File: config.mk
export PLATFORM = sky130hd
export DESIGN_NAME = pulse_table_reader
export DESIGN_NICKNAME = d
export VERILOG_FILES = /design/src/rtl/pulse_table_reader.sv
export SDC_FILE = /design/constraint.sdc
export NUM_CORES = 1
export LEC_CHECK = 0
export CORE_MARGIN = 2
export CORE_UTILIZATION = 57
export CTS_CLUSTER_DIAMETER = 150
export CTS_CLUSTER_SIZE = 20
export DETAILED_ROUTE_END_ITERATION = 7
export PLACE_DENSITY = 0.9
export SYNTH_ARGS = -nofsm -noshare
export SYNTH_HDL_FRONTEND = slang
export SYNTH_SLANG_ARGS = --single-unit
File: constraint.sdc
create_clock -name clka -period 10.15 [get_ports clka]
set_input_delay 2.03 -clock clka [delete_from_list [all_inputs] [get_ports clka]]
set_output_delay 2.03 -clock clka [all_outputs]
set_load 0.01 [all_outputs]
File: src/rtl/pulse_table_reader.sv
// Walks the pulse-table BRAM from a base index at a fixed stride and streams the words out through a prefetch FIFO.
// Optional build macro PULSE_READER_LOOP_EN adds a `loop` input for endless repeating runs.
module pulse_table_reader #(
    parameter int DATA_W     = 32,
    parameter int DEPTH      = 8000,
    parameter int STRIDE     = 4,
    parameter int FIFO_DEPTH = 4,
    parameter int CNT_W      = 16
) (
    input  logic              clka,
    input  logic              rsta,
    input  logic              start,
    input  logic [31:0]       base_addr,
    input  logic [CNT_W-1:0]  count,
`ifdef PULSE_READER_LOOP_EN
    input  logic              loop,
`endif
    input  logic              abort,
    output logic              bram_ena,
    output logic              bram_wea,
    output logic [31:0]       bram_addra,
    output logic [31:0]       bram_dina,
    input  logic [DATA_W-1:0] bram_douta,
    output logic [DATA_W-1:0] m_data,
    output logic              m_valid,
    input  logic              m_ready,
    output logic              m_last,
    output logic              busy,
    output logic              done,
    output logic              err
);

    localparam int PTR_W = $clog2(FIFO_DEPTH);

    typedef enum logic [1:0] {
        ST_IDLE  = 2'd0,
        ST_READ  = 2'd1,
        ST_DRAIN = 2'd2
    } state_t;

    state_t             state_r, state_s;
    logic [31:0]        addr_r, base_r;
    logic [CNT_W-1:0]   rem_r, cmd_cnt_r;
    logic               valid_d_r, last_d_r;
    logic               done_r, err_r;
    logic [DATA_W:0]    mem_r [FIFO_DEPTH];
    logic [PTR_W-1:0]   wr_ptr_r, rd_ptr_r;
    logic [PTR_W:0]     occ_r;

    logic               start_ok_s, go_s, zero_s, bad_s;
    logic               issue_s, last_issue_s, loop_run_s;
    logic [PTR_W+1:0]   occ_sum_s;
    logic               fifo_empty_s, m_valid_s, push_s, pop_s, beat_last_s;
    logic [DATA_W:0]    head_s;

    // Next word index along the table, folded back into 0..DEPTH-1.
    function automatic logic [31:0] next_addr(input logic [31:0] cur);
        logic [31:0] nxt;
        nxt = cur + 32'(STRIDE);
        if (nxt >= 32'(DEPTH)) begin
            nxt = nxt - 32'(DEPTH);
        end else begin
            nxt = nxt;
        end
        return nxt;
    endfunction

`ifdef PULSE_READER_LOOP_EN
    logic loop_r;
    assign loop_run_s = loop_r;
`else
    assign loop_run_s = 1'b0;
`endif

    // Start command decode.
    always_comb begin
        start_ok_s = (state_r == ST_IDLE) && start && !abort;
        zero_s     = start_ok_s && (count == CNT_W'(0));
        bad_s      = start_ok_s && (count != CNT_W'(0)) && (base_addr >= 32'(DEPTH));
        go_s       = start_ok_s && (count != CNT_W'(0)) && (base_addr < 32'(DEPTH));
    end

    // Read issue: stored entries plus the word on the BRAM bus must leave a free slot.
    always_comb begin
        occ_sum_s    = (PTR_W+2)'(occ_r) + (PTR_W+2)'(valid_d_r);
        issue_s      = (state_r == ST_READ) && !abort && (occ_sum_s < (PTR_W+2)'(FIFO_DEPTH));
        last_issue_s = (rem_r == CNT_W'(1));
    end

    // FIFO head with fall-through of the returning BRAM word when the FIFO is empty.
    always_comb begin
        fifo_empty_s = (occ_r == (PTR_W+1)'(0));
        if (fifo_empty_s) begin
            head_s = {last_d_r, bram_douta};
        end else begin
            head_s = mem_r[rd_ptr_r];
        end
        m_valid_s   = !fifo_empty_s || valid_d_r;
        pop_s       = !fifo_empty_s && m_ready;
        push_s      = valid_d_r && !(fifo_empty_s && m_ready);
        beat_last_s = m_valid_s && m_ready && head_s[DATA_W];
    end

    // Next-state logic.
    always_comb begin
        state_s = state_r;
        case (state_r)
            ST_IDLE: begin
                if (go_s) begin
                    state_s = ST_READ;
                end else begin
                    state_s = ST_IDLE;
                end
            end
            ST_READ: begin
                if (abort) begin
                    state_s = ST_IDLE;
                end else if (issue_s && last_issue_s && !loop_run_s) begin
                    state_s = ST_DRAIN;
                end else begin
                    state_s = ST_READ;
                end
            end
            ST_DRAIN: begin
                if (abort || beat_last_s) begin
                    state_s = ST_IDLE;
                end else begin
                    state_s = ST_DRAIN;
                end
            end
            default: state_s = ST_IDLE;
        endcase
    end

    // State register.
    always_ff @(posedge clka or posedge rsta) begin
        if (rsta) begin
            state_r <= ST_IDLE;
        end else begin
            state_r <= state_s;
        end
    end

    // Run address/count tracking, read pipeline tag and status pulses.
    always_ff @(posedge clka or posedge rsta) begin
        if (rsta) begin
            addr_r    <= 32'd0;
            base_r    <= 32'd0;
            rem_r     <= CNT_W'(0);
            cmd_cnt_r <= CNT_W'(0);
            valid_d_r <= 1'b0;
            last_d_r  <= 1'b0;
            done_r    <= 1'b0;
            err_r     <= 1'b0;
`ifdef PULSE_READER_LOOP_EN
            loop_r    <= 1'b0;
`endif
        end else begin
            valid_d_r <= issue_s;
            last_d_r  <= issue_s && last_issue_s;
            done_r    <= zero_s || ((state_r == ST_DRAIN) && !abort && beat_last_s);
            err_r     <= bad_s;
            if (go_s) begin
                addr_r    <= base_addr;
                base_r    <= base_addr;
                rem_r     <= count;
                cmd_cnt_r <= count;
`ifdef PULSE_READER_LOOP_EN
                loop_r    <= loop;
`endif
            end else if (issue_s) begin
                if (last_issue_s && loop_run_s) begin
                    addr_r <= base_r;
                    rem_r  <= cmd_cnt_r;
                end else begin
                    addr_r <= next_addr(addr_r);
                    rem_r  <= rem_r - CNT_W'(1);
                end
            end
        end
    end

    // FIFO pointers and occupancy; abort flushes everything still queued.
    always_ff @(posedge clka or posedge rsta) begin
        if (rsta) begin
            wr_ptr_r <= PTR_W'(0);
            rd_ptr_r <= PTR_W'(0);
            occ_r    <= (PTR_W+1)'(0);
        end else if (abort) begin
            wr_ptr_r <= PTR_W'(0);
            rd_ptr_r <= PTR_W'(0);
            occ_r    <= (PTR_W+1)'(0);
        end else begin
            if (push_s) begin
                wr_ptr_r <= wr_ptr_r + PTR_W'(1);
            end
            if (pop_s) begin
                rd_ptr_r <= rd_ptr_r + PTR_W'(1);
            end
            case ({push_s, pop_s})
                2'b10:   occ_r <= occ_r + (PTR_W+1)'(1);
                2'b01:   occ_r <= occ_r - (PTR_W+1)'(1);
                default: occ_r <= occ_r;
            endcase
        end
    end

    // FIFO storage.
    always_ff @(posedge clka) begin
        if (push_s && !abort) begin
            mem_r[wr_ptr_r] <= {last_d_r, bram_douta};
        end
    end

    assign bram_ena   = issue_s;
    assign bram_wea   = 1'b0;
    assign bram_addra = addr_r;
    assign bram_dina  = 32'h0000_0000;
    assign m_valid    = m_valid_s;
    assign m_data     = m_valid_s ? head_s[DATA_W-1:0] : {DATA_W{1'b0}};
    assign m_last     = m_valid_s & head_s[DATA_W];
    assign busy       = (state_r != ST_IDLE);
    assign done       = done_r;
    assign err        = err_r;

endmodule

==> results of run 1 <==
-- state kept, by name, indices dropped and copies added, names as in the netlist, 2 cells and up --
name,cells
rd_ptr_r,2
rem_r,16
bram_addra,32
mem_r,132
state_r,2
occ_r,3
wr_ptr_r,2
-- layer usage --
| layer | vias to the layer above | share of wire [%] |
|---|---|---|
| met3 | 65 | 7.1 |
| met1 | 3917 | 38 |
| met5 | - | 0 |
| li1 | 3646 | - |
| met2 | 374 | 51 |
| met4 | 0 | 3.7 |
-- where the power goes --
group          switching, µW  internal [µW]
combinational           27.7           30.1
clock                    307            346
sequential            0.0519            842
-- synth_stat cells, types with 5 or more instances --
library cell  count
nand2_1         121
mux4_2           33
nor4_1           23
nand3_1          31
mux2i_1           6
and4_1            6
nor3b_1           5
and3_1           15
nand4_1          11
buf_4            34
dfrtp_1          61
xnor2_1          20
edfxtp_1        132
nor2_1           50
a22oi_1           6
a211oi_1          6
xor2_1            9
nor3_1           36
a21oi_1          15
and2_1            8
or3_1            13
buf_2             8
or2_2             6
a31oi_1           9
a221o_1          13
ha_1              9
clkbuf_1         44
o21ai_0          70
o211ai_1          6
buf_1             8
inv_1            20
-- area by class of cell --
type	count	share of cell area, %
Timing Repair Buffer	166	13.2
Tap cell	229	2.31
Inverter	21	0.636
Multi-Input combinational cell	639	34.9
Sequential cell	193	44.3
Clock inverter	14	1.16
Clock buffer	18	3.46
-- per-stage QoR --
stage	utilization (%)	setup slack, ns
after CTS	69.7	3.70
after detailed placement	66.5	3.71
after global placement	66.5	3.73
after global routing	69.7	3.56
final	69.7	3.68
after floorplan	-	4.53
-- path summary, 6_finish.rpt --
kind	startpoint	to	slack, ns
max in group asynchronous	rsta	rd_ptr_r[1]	7.41
max reg2reg	bram_addra[4]	bram_addra[29]	5.62
min	state_r[0]	done	0.48
max	abort	bram_ena	3.68
min reg2reg	state_r[0]	done	0.48
min in group asynchronous	rsta	bram_addra[5]	2.16
-- cells by family (layout without fill, tap and decap cells) --
family,after synthesis,after routing,share of synthesized area (%)
buffers and inverters,115,219,5.55
AOI/OAI and AO/OA,172,172,11.5
DFF,193,193,53.5
muxes,41,41,8.05
other,1,33,0.0366
xor gates and xnor gates,29,29,2.48
and+or+nand+nor,354,354,17.6
adders and majority gates,10,10,1.29
==> impl_metrics.json, run 1 <==
{
  "cpMaxStageDelayCell": "clkdlybuf4s50_1",
  "start_kind": "input port",
  "cts_tree": "built",
  "drv_slew": 0,
  "grt_setup_unrepaired": "false",
  "cp.arrival_ns": 4.44,
  "maxCapViolations": 0,
  "critPathMostFrequentCell": "clkdlybuf4s50_1",
  "synth_seq_area_share_pct": 53.5,
  "syn_inst": 915,
  "path_cells": "clkdlybuf4s50_1, or3b_2, or3_1, buf_4, clkinv_1, clkdlybuf4s50_1",
  "tns_ns": 0,
  "wl_mm": 26.3,
  "clock_sinks": 193,
  "ys_types": 77,
  "fin_skew_ns": 0.0106,
  "status": "finished clean",
  "clock-root-buffer": "clkbuf_16",
  "layout_common_cells": "clkdlybuf4s50_1, edfxtp_1, nand2_1",
  "hold_viol": 0,
  "stdcell_area_um2": 12400,
  "ctsResizeCount": 0,
  "drive_gt1_share_pct": 10.2,
  "vias": 8002,
  "grt_busiest_layer": "met2",
  "hp-class": "reg -> reg",
  "place_inst": 1248,
  "antenna_found_initial": 0,
  "met1_usage_pct": 35.5,
  "port_buffers": 154,
  "yosysTopAreaCell": "edfxtp_1",
  "p_per_area_nw_per_um2": 125,
  "synth-edff-count": 132,
  "grt_pass1_wl_mm": 41.7,
  "synth_area_leaders": "edfxtp_1, dfrtp_1, mux4_2, nand2_1, o21ai_0",
  "r2r_cells": 9,
  "vdd_ir_drop_max_uv": 130,
  "placed_cell_area_um2": 11800,
  "grt_pass1_vias": 7824,
  "grt_max_degree": 71,
  "fmax_mhz": 155,
  "wl_per_cell_um": 20.5,
  "viasPerCell": 6.25,
  "rows": 49,
  "crit_path_max_fanout": 49,
  "coreArea_um2": 17800,
  "yosys_warnings": 0,
  "cp_top_family": "buffers and inverters",
  "drtPass1Iterations": 5,
  "drtIter0Drc": 837,
  "cts_hold_buf": 0,
  "multi_input_area_um2": 4330,
  "clk_pin_slew_worst_paths_ns": 0.07,
  "syn_area_um2": 10300,
  "synth-seq-cells": 193,
  "drc": 0,
  "synth_ff_type": "edfxtp_1",
  "cts_setup_buffers": 0,
  "initial_utilization_pct": 57.7,
  "ios": 188,
  "grt_use_total_pct": 27.5,
  "regArea_um2": 5490,
  "die_w_um": 138,
  "stdcell_count": 1280,
  "grt_overflow": 0,
  "ys_async_sr_fraction_pct": 31.6,
  "layout.nets": 1133,
  "criticalPathCategory": "in -> out",
  "finalCriticalPeriod_ns": 6.47,
  "total_power_uw": 1550,
  "whs_ns": 0.482,
  "cts_buffers": 17,
  "end_kind": "output pin",
  "min_path_cells": 1,
  "final_common_cell": "clkdlybuf4s50_1",
  "gr-usage-met3_pct": 4.50,
  "drtAntennaViolNets": 0,
  "setup_viol": 0,
  "synth_top_area_share_pct": 38.6,
  "die_y_um": 138,
  "critPathBufInv": 4,
  "syn_avg_cell_area_um2": 11.2,
  "num_antenna_cells": 0,
  "n_fill_cell": 1263,
  "path_depth": 6,
  "dieArea_um2": 19100,
  "dpl.hpwl_mm": 17.5,
  "slew_headroom_pct": 24.2,
  "met2_usage_pct": 46.6,
  "clock_latency_ns": 0.43,
  "gp_congestion": 0.959,
  "clk_path_buf_depth": 2,
  "tightest_slew_ns": 1.14,
  "cp_slowest_stage_delay_ns": 0.59,
  "finalCritPeriodShare_pct": 63.7,
  "cp.required_ns": 8.12,
  "area_growth_syn_to_layout_pct": 20.8,
  "cts_htree_levels": 4,
  "leakage_uw": 0.00435
}
(Power assumes the default switching activity.)
==> run 2, diff against run 1 <==
- CORE_UTILIZATION: 57 -> 48
- PLACE_DENSITY: 0.9 -> 0.81
- clock period: 10.15 -> 5.5 ns (I/O delays scaled with it)
==> run 2 against run 1 <==
  * Worst setup slack worse by 2.5 ns
  * Via count down 2.4%
  * Largest power group unchanged
  * Register-to-register slack got worse by 4.4 ns
  * Sequential cell count unchanged
  * Clock skew grew 0.0016 ns
  * Clock power up 99%
  * Critical path depth decreased by 1
==> impl_metrics.json, run 2 (same netlist as run 1, synthesis figures left out) <==
{
  "r2r_end": "bram_addra[29]",
  "stdcell_count": 1328,
  "path_cells": "clkdlybuf4s50_1, or3b_2, or3_1, clkinv_1, clkdlybuf4s50_1",
  "wl_mm": 24.6,
  "grt_use_total_pct": 22.5,
  "area_growth_syn_to_layout_pct": 22.1,
  "criticalPathCategory": "in -> out",
  "critPathMostFrequentCell": "clkdlybuf4s50_1",
  "die_y_um": 150,
  "grt_pass1_wl_mm": 39.8,
  "hold_viol": 0,
  "whs_ns": 0.500,
  "ios": 188,
  "port_buffers": 154,
  "hp-class": "reg -> reg",
  "clk_pin_slew_worst_paths_ns": 0.08,
  "cp.arrival_ns": 3.23,
  "viasPerCell": 5.88,
  "maxCapViolations": 0,
  "drive_gt1_share_pct": 10.4,
  "drtPass1Iterations": 5,
  "setup_viol": 0,
  "coreArea_um2": 21000,
  "initial_utilization_pct": 48.8,
  "fmax_mhz": 231,
  "clock_sinks": 193,
  "drtIter0Drc": 715,
  "worstHoldStart": "state_r[0]",
  "grt_pass1_vias": 7716,
  "gr-usage-met3_pct": 4.76,
  "power_frac_clock_pct": 44.0,
  "cts_tree": "built",
  "final_common_cell": "clkdlybuf4s50_1",
  "drc": 0,
  "combPwrFrac_pct": 3.5,
  "cts_hold_buf": 0,
  "cts_buffers": 17,
  "met1_usage_pct": 28.9,
  "cp.required_ns": 4.40,
  "slew_headroom_pct": 37.1,
  "finalCritPeriodShare_pct": 78.7,
  "start_kind": "input port",
  "end_kind": "output pin",
  "rows": 53,
  "cp_top_family": "buffers and inverters",
  "place_inst": 1296,
  "p_switching_uw": 710,
  "r2r_cells": 10,
  "drtAntennaViolNets": 0,
  "intPower_uw": 2250,
  "clk_path_buf_depth": 2,
  "hold-path-endpoint": "done",
  "die_w_um": 150,
  "critPathBufInv": 3,
  "power_frac_seq_pct": 52.4,
  "fin_skew_ns": 0.0122,
  "min_path_cells": 1,
  "final_core_util_pct": 59.6,
  "ctsResizeCount": 0,
  "cpMaxStageDelayCell": "clkdlybuf4s50_1",
  "grt_overflow": 0,
  "fin_ws_ns": 1.17,
  "layout.nets": 1135,
  "finalCriticalPeriod_ns": 4.33,
  "pre_cts_ws_ns": 1.17,
  "rr_startpoint": "bram_addra[4]",
  "drv_slew": 0,
  "path_depth": 5,
  "sw_frac_of_total_pct": 24.0,
  "clock-root-buffer": "clkbuf_16",
  "vdd_ir_drop_max_uv": 232,
  "wl_per_cell_um": 18.5,
  "met2_usage_pct": 37.9,
  "dieArea_um2": 22600,
  "num_antenna_cells": 0,
  "cts_setup_buffers": 0,
  "gp_congestion": 0.943,
  "vias": 7806,
  "cp_slowest_stage_delay_ns": 0.60,
  "layout_common_cells": "clkdlybuf4s50_1, edfxtp_1, nand2_1",
  "status": "finished clean",
  "p_per_area_nw_per_um2": 236,
  "clock_latency_ns": 0.44,
  "regMostFlops": "mem_r",
  "grt_busiest_layer": "met2",
  "rrSetupSlack_ns": 1.19,
  "dpl.hpwl_mm": 16.7,
  "grt_setup_unrepaired": "false",
  "tightest_slew_ns": 0.943,
  "largest_reg_flops": 132,
  "antenna_found_initial": 0,
  "grt_max_degree": 70,
  "tns_ns": 0,
  "cts_htree_levels": 4,
  "crit_path_max_fanout": 11,
  "leakage_uw": 0.00439
}
run 2: cell count changes in the layout (fill, tap and decap cells not counted), moves of 2 or more:
cell / previous run / this run
inv_6: 6 / 0
inv_16: 0 / 2
buf_4: 12 / 14
inv_8: 1 / 6
clkinv_2: 2 / 0
clkinv_8: 1 / 3
inv_12: 0 / 3
run 2: power groups by stage:
stage	clock, µW	sequential (µW)	combinational (µW)
6_report	1300	1550	105
5_1_grt	1390	1550	114
4_1_cts	1330	1550	105
3_5_place_dp	0	1580	104
3_3_place_gp	0	1580	102
2_1_floorplan	0	1590	37.7
run 2: final cells by class:
cell class	instances	area (µm²)
Clock buffer	17	425
Clock inverter	15	213
Fill cell	1660	8490
Inverter	21	78.8
Multi-Input combinational cell	639	4330
Sequential cell	193	5490
Tap cell	275	344
Timing Repair Buffer	168	1650
run 2: how the worst max path moves through the flow:
stage	startpoint	endpoint	slack (ns)
floorplan	abort	bram_ena	1.74
global route	bram_addra[4]	bram_addra[29]	0.86
detailed placement	abort	bram_ena	1.17
global placement	abort	bram_ena	1.19
CTS	abort	bram_ena	1.15
finish	abort	bram_ena	1.17
run 2: worst register-to-register path, stage by stage (launching register included):
cell	delay, ns
dfrtp_1	0.52
nand3_1	0.31
buf_4	0.26
or4_1	0.52
a221o_1	0.38
a211oi_2	0.38
o211ai_1	0.27
or4_1	0.75
and4_4	0.31
o211ai_2	0.12
or3b_1	0.36
run 2: routing by layer:
layer | wire [µm] | vias to the layer above | part of all wire (%)
met3 | 1810 | 51 | 7.3
li1 | - | 3643 | -
met5 | 0 | - | 0
met2 | 12100 | 316 | 49
met4 | 618 | 0 | 2.5
met1 | 10000 | 3796 | 41
run 2: through the flow:
step	total power (µW)	instance area, µm²
finish	2960	12500
global route	3050	12500
CTS	2990	12500
detailed placement	1690	11900
global placement	1690	11900
floorplan	1620	10400
